<file path="src/rtl/lsu_pkg.sv">
// Shared types for the load/store sequencer: access-size and FSM state encodings,
// plus a helper giving the byte-lane footprint of each access size.
package lsu_pkg;

  typedef enum logic [1:0] {
    SZ_D = 2'b00,
    SZ_W = 2'b01,
    SZ_H = 2'b10,
    SZ_B = 2'b11
  } lsu_size_t;

  typedef enum logic [1:0] {
    ST_IDLE,
    ST_READ,
    ST_WRITE,
    ST_RESP
  } lsu_state_t;

  localparam int MAX_MEM_LAT = 7;

  // Byte lanes covered by an access of the given size, starting at lane 0.
  function automatic logic [7:0] size_lanes(lsu_size_t sz);
    logic [7:0] lanes;
    case (sz)
      SZ_D:    lanes = 8'hFF;
      SZ_W:    lanes = 8'h0F;
      SZ_H:    lanes = 8'h03;
      SZ_B:    lanes = 8'h01;
      default: lanes = 8'h00;
    endcase
    return lanes;
  endfunction

endpackage

</file>
<file path="src/rtl/byte_lane_unit.sv">
// Combinational lane logic: load extraction with sign/zero extension, sub-doubleword
// store merge, and the natural-alignment check used when a request is captured.
module byte_lane_unit
  import lsu_pkg::*;
(
  input  logic [63:0] dword,
  input  logic [63:0] wdata,
  input  logic [2:0]  offset,
  input  lsu_size_t   size,
  input  logic        is_unsigned,
  input  logic [2:0]  chk_offset,
  input  lsu_size_t   chk_size,
  output logic [63:0] load_data,
  output logic [63:0] store_data,
  output logic        misaligned
);

  logic [5:0]  shamt;
  logic [63:0] lane;
  logic [63:0] wdata_sh;
  logic [7:0]  lane_en;

  assign shamt    = {offset, 3'b000};
  assign lane     = dword >> shamt;
  assign wdata_sh = wdata << shamt;
  assign lane_en  = size_lanes(size) << offset;

  always_comb begin
    load_data = lane;
    case (size)
      SZ_B:    load_data = is_unsigned ? {56'd0, lane[7:0]}  : {{56{lane[7]}}, lane[7:0]};
      SZ_H:    load_data = is_unsigned ? {48'd0, lane[15:0]} : {{48{lane[15]}}, lane[15:0]};
      SZ_W:    load_data = is_unsigned ? {32'd0, lane[31:0]} : {{32{lane[31]}}, lane[31:0]};
      default: load_data = lane;
    endcase
  end

  // Each byte of the new doubleword is either the shifted store byte or the old one.
  for (genvar gi = 0; gi < 8; gi++) begin : g_merge
    assign store_data[8*gi +: 8] = lane_en[gi] ? wdata_sh[8*gi +: 8] : dword[8*gi +: 8];
  end

  always_comb begin
    misaligned = 1'b0;
    case (chk_size)
      SZ_D:    misaligned = |chk_offset;
      SZ_W:    misaligned = |chk_offset[1:0];
      SZ_H:    misaligned = chk_offset[0];
      default: misaligned = 1'b0;
    endcase
  end

endmodule

</file>
<file path="src/rtl/lsu_sequencer.sv">
// Multicycle load/store sequencer: aligned doubleword reads with lane extraction,
// read-modify-write for sub-doubleword stores, done/err handshake to the control unit.
module lsu_sequencer
  import lsu_pkg::*;
#(
  parameter int MEM_LAT = 1
) (
  input  logic        clk,
  input  logic        reset,
  input  logic        req_valid,
  input  logic        req_write,
  input  logic [1:0]  req_size,
  input  logic        req_unsigned,
  input  logic [63:0] req_addr,
  input  logic [63:0] req_wdata,
  output logic        busy,
  output logic        done,
  output logic        err,
  output logic [63:0] rdata,
  output logic [63:0] dmem_addr,
  output logic        dmem_wr,
  output logic [63:0] dmem_wdata,
  input  logic [63:0] dmem_rdata
);

  localparam logic [2:0] LAT_INIT = 3'(MEM_LAT);

  lsu_state_t  state_reg, state_next;
  logic [2:0]  cnt_reg, cnt_next;
  logic        write_reg, write_next;
  lsu_size_t   size_reg, size_next;
  logic        uns_reg, uns_next;
  logic [2:0]  off_reg, off_next;
  logic [63:0] wdata_reg, wdata_next;
  logic        done_reg, done_next;
  logic        err_reg, err_next;
  logic        wr_reg, wr_next;
  logic [63:0] rdata_reg, rdata_next;
  logic [63:0] addr_reg, addr_next;
  logic [63:0] dwdata_reg, dwdata_next;

  logic [63:0] load_data;
  logic [63:0] store_data;
  logic        misaligned;

  byte_lane_unit u_lanes (
    .dword       (dmem_rdata),
    .wdata       (wdata_reg),
    .offset      (off_reg),
    .size        (size_reg),
    .is_unsigned (uns_reg),
    .chk_offset  (req_addr[2:0]),
    .chk_size    (lsu_size_t'(req_size)),
    .load_data   (load_data),
    .store_data  (store_data),
    .misaligned  (misaligned)
  );

  always_ff @(posedge clk) begin
    if (reset) begin
      state_reg  <= ST_IDLE;
      cnt_reg    <= 3'd0;
      write_reg  <= 1'b0;
      size_reg   <= SZ_D;
      uns_reg    <= 1'b0;
      off_reg    <= 3'd0;
      wdata_reg  <= 64'd0;
      done_reg   <= 1'b0;
      err_reg    <= 1'b0;
      wr_reg     <= 1'b0;
      rdata_reg  <= 64'd0;
      addr_reg   <= 64'd0;
      dwdata_reg <= 64'd0;
    end else begin
      state_reg  <= state_next;
      cnt_reg    <= cnt_next;
      write_reg  <= write_next;
      size_reg   <= size_next;
      uns_reg    <= uns_next;
      off_reg    <= off_next;
      wdata_reg  <= wdata_next;
      done_reg   <= done_next;
      err_reg    <= err_next;
      wr_reg     <= wr_next;
      rdata_reg  <= rdata_next;
      addr_reg   <= addr_next;
      dwdata_reg <= dwdata_next;
    end
  end

  // Output registers are loaded on the edge that enters the state they belong to,
  // so done/err/dmem_wr line up exactly with RESP/WRITE.
  always_comb begin
    state_next  = state_reg;
    cnt_next    = cnt_reg;
    write_next  = write_reg;
    size_next   = size_reg;
    uns_next    = uns_reg;
    off_next    = off_reg;
    wdata_next  = wdata_reg;
    done_next   = 1'b0;
    err_next    = 1'b0;
    wr_next     = 1'b0;
    rdata_next  = rdata_reg;
    addr_next   = addr_reg;
    dwdata_next = dwdata_reg;

    case (state_reg)
      ST_IDLE: begin
        if (req_valid) begin
          write_next = req_write;
          size_next  = lsu_size_t'(req_size);
          uns_next   = req_unsigned;
          off_next   = req_addr[2:0];
          wdata_next = req_wdata;
          addr_next  = {req_addr[63:3], 3'b000};
          if (misaligned) begin
            state_next = ST_RESP;
            done_next  = 1'b1;
            err_next   = 1'b1;
          end else if (req_write && (lsu_size_t'(req_size) == SZ_D)) begin
            state_next  = ST_WRITE;
            wr_next     = 1'b1;
            dwdata_next = req_wdata;
          end else begin
            state_next = ST_READ;
            cnt_next   = LAT_INIT;
          end
        end
      end
      ST_READ: begin
        if (cnt_reg == 3'd0) begin
          if (write_reg) begin
            state_next  = ST_WRITE;
            wr_next     = 1'b1;
            dwdata_next = store_data;
          end else begin
            state_next = ST_RESP;
            done_next  = 1'b1;
            rdata_next = load_data;
          end
        end else begin
          cnt_next = cnt_reg - 3'd1;
        end
      end
      ST_WRITE: begin
        state_next = ST_RESP;
        done_next  = 1'b1;
      end
      ST_RESP: begin
        state_next = ST_IDLE;
      end
      default: begin
        state_next = ST_IDLE;
      end
    endcase
  end

  assign busy       = (state_reg != ST_IDLE);
  assign done       = done_reg;
  assign err        = err_reg;
  assign rdata      = rdata_reg;
  assign dmem_addr  = addr_reg;
  assign dmem_wr    = wr_reg;
  assign dmem_wdata = dwdata_reg;

endmodule

</file>
<file path="config.mk">
export PLATFORM = sky130hd
export DESIGN_NAME = lsu_sequencer
export DESIGN_NICKNAME = d
export VERILOG_FILES = /design/src/rtl/lsu_pkg.sv /design/src/rtl/byte_lane_unit.sv /design/src/rtl/lsu_sequencer.sv
export SDC_FILE = /design/constraint.sdc
export NUM_CORES = 1
export LEC_CHECK = 0
export ABC_AREA = 1
export CORE_ASPECT_RATIO = 0.5
export CORE_MARGIN = 5
export CORE_UTILIZATION = 31
export DETAILED_ROUTE_END_ITERATION = 6
export PLACE_DENSITY_LB_ADDON = 0.25
export REMOVE_ABC_BUFFERS = 1
export SYNTH_ARGS = -nofsm -noshare
export SYNTH_HDL_FRONTEND = slang
export SYNTH_SLANG_ARGS = --single-unit
</file>
<file path="constraint.sdc">
create_clock -name clk -period 2.8 [get_ports clk]
set_clock_uncertainty 0.05 [all_clocks]
set_input_delay 0.42 -clock clk [delete_from_list [all_inputs] [get_ports clk]]
set_output_delay 0.42 -clock clk [all_outputs]
set_load 0.01 [all_outputs]
</file>
Word level (Yosys, flattened, before mapping)
Index checks and enable logic that the tools add are counted.
Widths: inputs -> output; s select.
- register bits: 268
- bits of input ports: 199
- output and inout bits: 196
- logic and storage cells: 91
- add/sub/neg operators: 1
- eq/ne operators: 15
- shifts and indexed selects: 3
- muxes and demuxes: 42
- bitwise gates (word level): 2
- reduce and logical (&&, ||, !) cells: 15
- operators by type and width (operator ; number):
    $mux 64 ; 8
    $pmux 64 s3 ; 1
    $pmux 64 s2 ; 1
    $mux 8 ; 8
    $shl 64x6->64 ; 1
    $shr 64x6->64 ; 1
    $pmux 8 s4 ; 1
    $ne 2x2->1 const B ; 7
    $mux 3 ; 4
    $eq 2x2->1 const B ; 5
    $mux 1 ; 10
    $mux 2 ; 4
    $pmux 2 s4 ; 1
    $shl 8x3->8 ; 1
    $eq 2x1->1 const B ; 3
    $logic_not 2->1 ; 3
    $pmux 1 s3 ; 2
    $pmux 3 s2 ; 1
    $reduce_and 6->1 ; 1
    $reduce_and 5->1 ; 1
    $reduce_and 2->1 ; 2
    $reduce_bool 2->1 ; 2
    $reduce_or 2->1 ; 2
    $logic_not 3->1 ; 1
    6 further kinds ; 7

Logic depth before layout (Yosys ltp)
- depth in word-level cells: 7
- depth in mapped cells: 14
- gate-level depth less buffers: 11

By module
A second synthesis with hierarchy kept.
- cell total of the unflattened synthesis: 2424
- area, all modules: 15283.4 µm²
- by module, submodules not included (module ; times used ; cells each ; area each (µm²) ; sequential area each (µm²)):
    lsu_sequencer ; 1 ; 1429 ; 10661.5 ; 5365.1
    byte_lane_unit ; 1 ; 995 ; 4621.9 ; 0.0

Worst setup path after synthesis
Ideal clock, no wire load.
- path kind: flip-flop to flip-flop
- from: register state_reg[1]
- to: register rdata_reg[55], in the netlist rdata[55]
- arrival time: 1680 ps
- setup slack: 953 ps
- cell stages (with the launch flop): 14
- path buffers: 4
- clock period less this slack: 1847 ps
- cell sequence: dfxtp_1 inv_1 ha_1 buf_2 inv_2 buf_6 nor2_4 nand2_2 inv_2 buf_4 buf_2 o21ai_0 nor2_1 nor2_1
- cells in the longest elaborated chain, start to end: 2
- RTL lines (item ; RTL line ; RTL):
    from (decl) ; lsu_sequencer.sv:28 ; lsu_state_t state_reg, state_next;
    from (signal assigned) ; lsu_sequencer.sv:75 ; state_reg <= state_next;
    $eq 2x1->1 ; lsu_sequencer.sv:108 ; case (state_reg)
    $reduce_and 3->1 (no source line) ; -- ;
    to (signal assigned) ; lsu_sequencer.sv:85 ; rdata_reg <= rdata_next;
    to (decl) ; lsu_sequencer.sv:38 ; logic [63:0] rdata_reg, rdata_next;
Every way passes these cells.
A chain may end at the register's enable or synchronous reset.

Worst setup path in the final report
- from: register state_reg[0]
- to: output busy
- cells in the longest elaborated chain, start to end: 1
- RTL lines (item ; RTL line ; RTL):
    $reduce_bool 2->1 ; lsu_sequencer.sv:159 ; assign busy = (state_reg != ST_IDLE);
    to (decl) ; lsu_sequencer.sv:16 ; output logic busy,
Every way passes these cells.

==> results.md <==
* Detailed-route DRC error count at 0
* Hold path depth at 2
* Die area at 51800 um^2
* Row cnt at 56
* All-layer global routing usage at 23.7%
* Initial drt markers at 1893
* GRT overflow at 0
* Clock-pin slew on the worst setup and hold paths at ~0.070 ns
* Largest area contributor in the netlist: dfxtp_1
* CTS tree: built
* Top cell type's share of synthesized area at 36.7%
* First-pass GRT wire length at around 96000 um
* Routability Congestion at 0.954
* Reg2reg end: dmem_wdata[17]$_SDFFE_PP0P_
* Rel. slew slack at 50.5%
* Setup violators final at 0
* Most common cell in the synthesized netlist: nand2_1
* Post-synth top cells: 602 x nand2_1, 378 x nor2_1, 324 x o21ai_0
* Final antenna-violating net count at 0
* Post-synth EDFFs at 0
* Worst Path Max Fanout at 7
* Min-delay src: dmem_wdata[34]$_SDFFE_PP0P_
* Worst reg-to-reg path cell count at 11
* Hpwl dp at between 40000 and 50000 um
* Layout cells sized above 1 at 5.64%
* Post-CTS setup buffers at 0
* Cts-stage hold buffer count at 0
* RSZ-0062 raised after global routing: false
* Core box area at 46700 um^2
* Synth Cell Area at 14600 um^2
* Arrival time of the worst setup path at 2.11 ns
* Port bufs at 391
* Minimum clock period at 2.58 ns
* Ys Warns at 0
* Aggregate routed wire length at 64200 um
* Inst Count DP at 3299
* Worst skew pair latency at 0.58 ns
* Static leakage at 8.62 nW
* Clk sinks at 268
* Drt pass-1 iters at 6
* Vias in the first global route at around 16000
* Setup Crit Path Kind: reg2out
* Starting Density at approximately 31%
* CP Capture Type: output port
* R2R Path Start: off_reg[0]$_SDFFE_PP0P_
* Asr flop ratio synth at 0%
* Clk root buf: clkbuf_16
* Count of cell types in the netlist at 35
* Top post-synthesis cells by area: dfxtp_1 37%, nand2_1 15%, o21ai_0 11%
* Hold Path End: dmem_wdata[34]$_SDFFE_PP0P_
* Worst setup SP type: flop
* Fin Hold WS at 0.413 ns
* Maximum root-to-sink buffer count at 3
* Post-cts resize count at 0
* Slew @ Worst Pin at 0.739 ns
* Die outline height at 163 um
* CTS Buf Count at 28
* Routed len/inst at 19.1 um
* Status: finished clean
* Max-cap viol count at 0
* Chip width at roughly 320 um
* Final core occ at a little over two fifths
* VDD IR-drop max at 558 uV
* Initial antenna violation count at 5
* Avg Cell Area, Syn at 6.15 um^2
* FF-to-FF setup slack at 0.53 ns
* Hold Vio Cnt, Final at 0
* H-tree Lvls at 1
* Vias at 16599
* Post-synthesis sequential area ratio at 36.7%
* Max-slew violation count at 0
* Count of state elements after synthesis at approximately 270
* Top Ports at 395
* Area delta synth->final at 38.2%
* Data required time of the worst path at 2.33 ns
* Fin nets at just under 3000
* Gate Count Post-Synth at 2376
* Hold crit path type: reg2reg
* Total Power at 22.7 mW
* Top_reg_cell synth: dfxtp_1
* Final cycle utilization of the critical path at slightly above 90%
* Largest net degree at the start of global routing at 112
* Vias/cell at 4.95
* Power Density at 1120 nW/um^2
* Final instance count without filler cells at about 3400
* FMAX at 387 MHz
cell type report:
| cell class | count | area (um^2) |
|---|---|---|
| Fill cell | 4990 | 26500 |
| Multi-Input combinational cell | 1751 | 7810 |
| Tap cell | 638 | 798 |
| Sequential cell | 268 | 5370 |
| Inverter | 189 | 717 |
| Clock buffer | 43 | 848 |
| Clock inverter | 9 | 128 |
| Antenna cell | 4 | 10.0 |
| Timing Repair Buffer | 453 | 4500 |
worst max-delay path: stages, from the launching register on:
cell	delay, ns
dfxtp_1	0.38
inv_1	0.08
ha_1	0.32
inv_1	0.17
clkdlybuf4s50_1	0.60
metrics by stage:
step                setup WS (ns)  cell area (um^2)  TNS [ns]
floorplan                   -2.88             13900   -605.61
global placement            0.506             19200         0
detailed placement          0.450             19200         0
CTS                         0.169             20200         0
global route               0.0861             20200         0
finish                      0.219             20200         0
per-layer routing:
layer	track usage (%)	vias to the layer above	wire length, um
met3	4.60	103	5680
li1	-	8234	-
met5	0	-	13
met4	6.67	2	1830
met2	39.7	651	30200
met1	31.2	7609	26500
cell families after synthesis:
family / Yosys count / synth area share [%]
AOI/OAI and AO/OA: 555 / 19.7
adders and majority gates: 6 / 0.514
buffers and inverters: 359 / 9.99
DFF: 268 / 36.7
other: 1 / 0.0257
and+or+nand+nor: 1187 / 33.0
where the power goes:
part / leakage (nW) / internal [mW] / switching, mW
sequential: 2.21 / 5.20 / 0.869
clock: 0.471 / 2.36 / 1.70
combinational: 5.94 / 4.82 / 7.73
how the worst max path moves through the flow:
stage                              start                endpoint  slack [ns]  depth (start not counted)
3_3_place_gp              dmem_rdata[47]  rdata[29]$_SDFFE_PP0P_        0.51                          9
6_report       state_reg[0]$_SDFFE_PP0P_                    busy        0.22                          4
3_5_place_dp              dmem_rdata[47]  rdata[28]$_SDFFE_PP0P_        0.45                          9
4_1_cts        state_reg[0]$_SDFFE_PP0P_                    busy        0.17                          4
2_1_floorplan    off_reg[0]$_SDFFE_PP0P_  rdata[32]$_SDFFE_PP0P_       -2.88                          9
5_1_grt        state_reg[0]$_SDFFE_PP0P_                    busy        0.09                          4
placed cells by master, fill, tap and decap left out, drive strengths merged, types with 19 or more instances in the layout:
cell / instances
a21oi: 147
buf: 62
clkbuf: 43
clkdlybuf4s50: 391
dfxtp: 268
inv: 189
nand2: 606
nand3: 139
nand4: 19
nor2: 381
o211ai: 21
o21ai: 368
or2: 24
(Power assumes the default switching activity.)
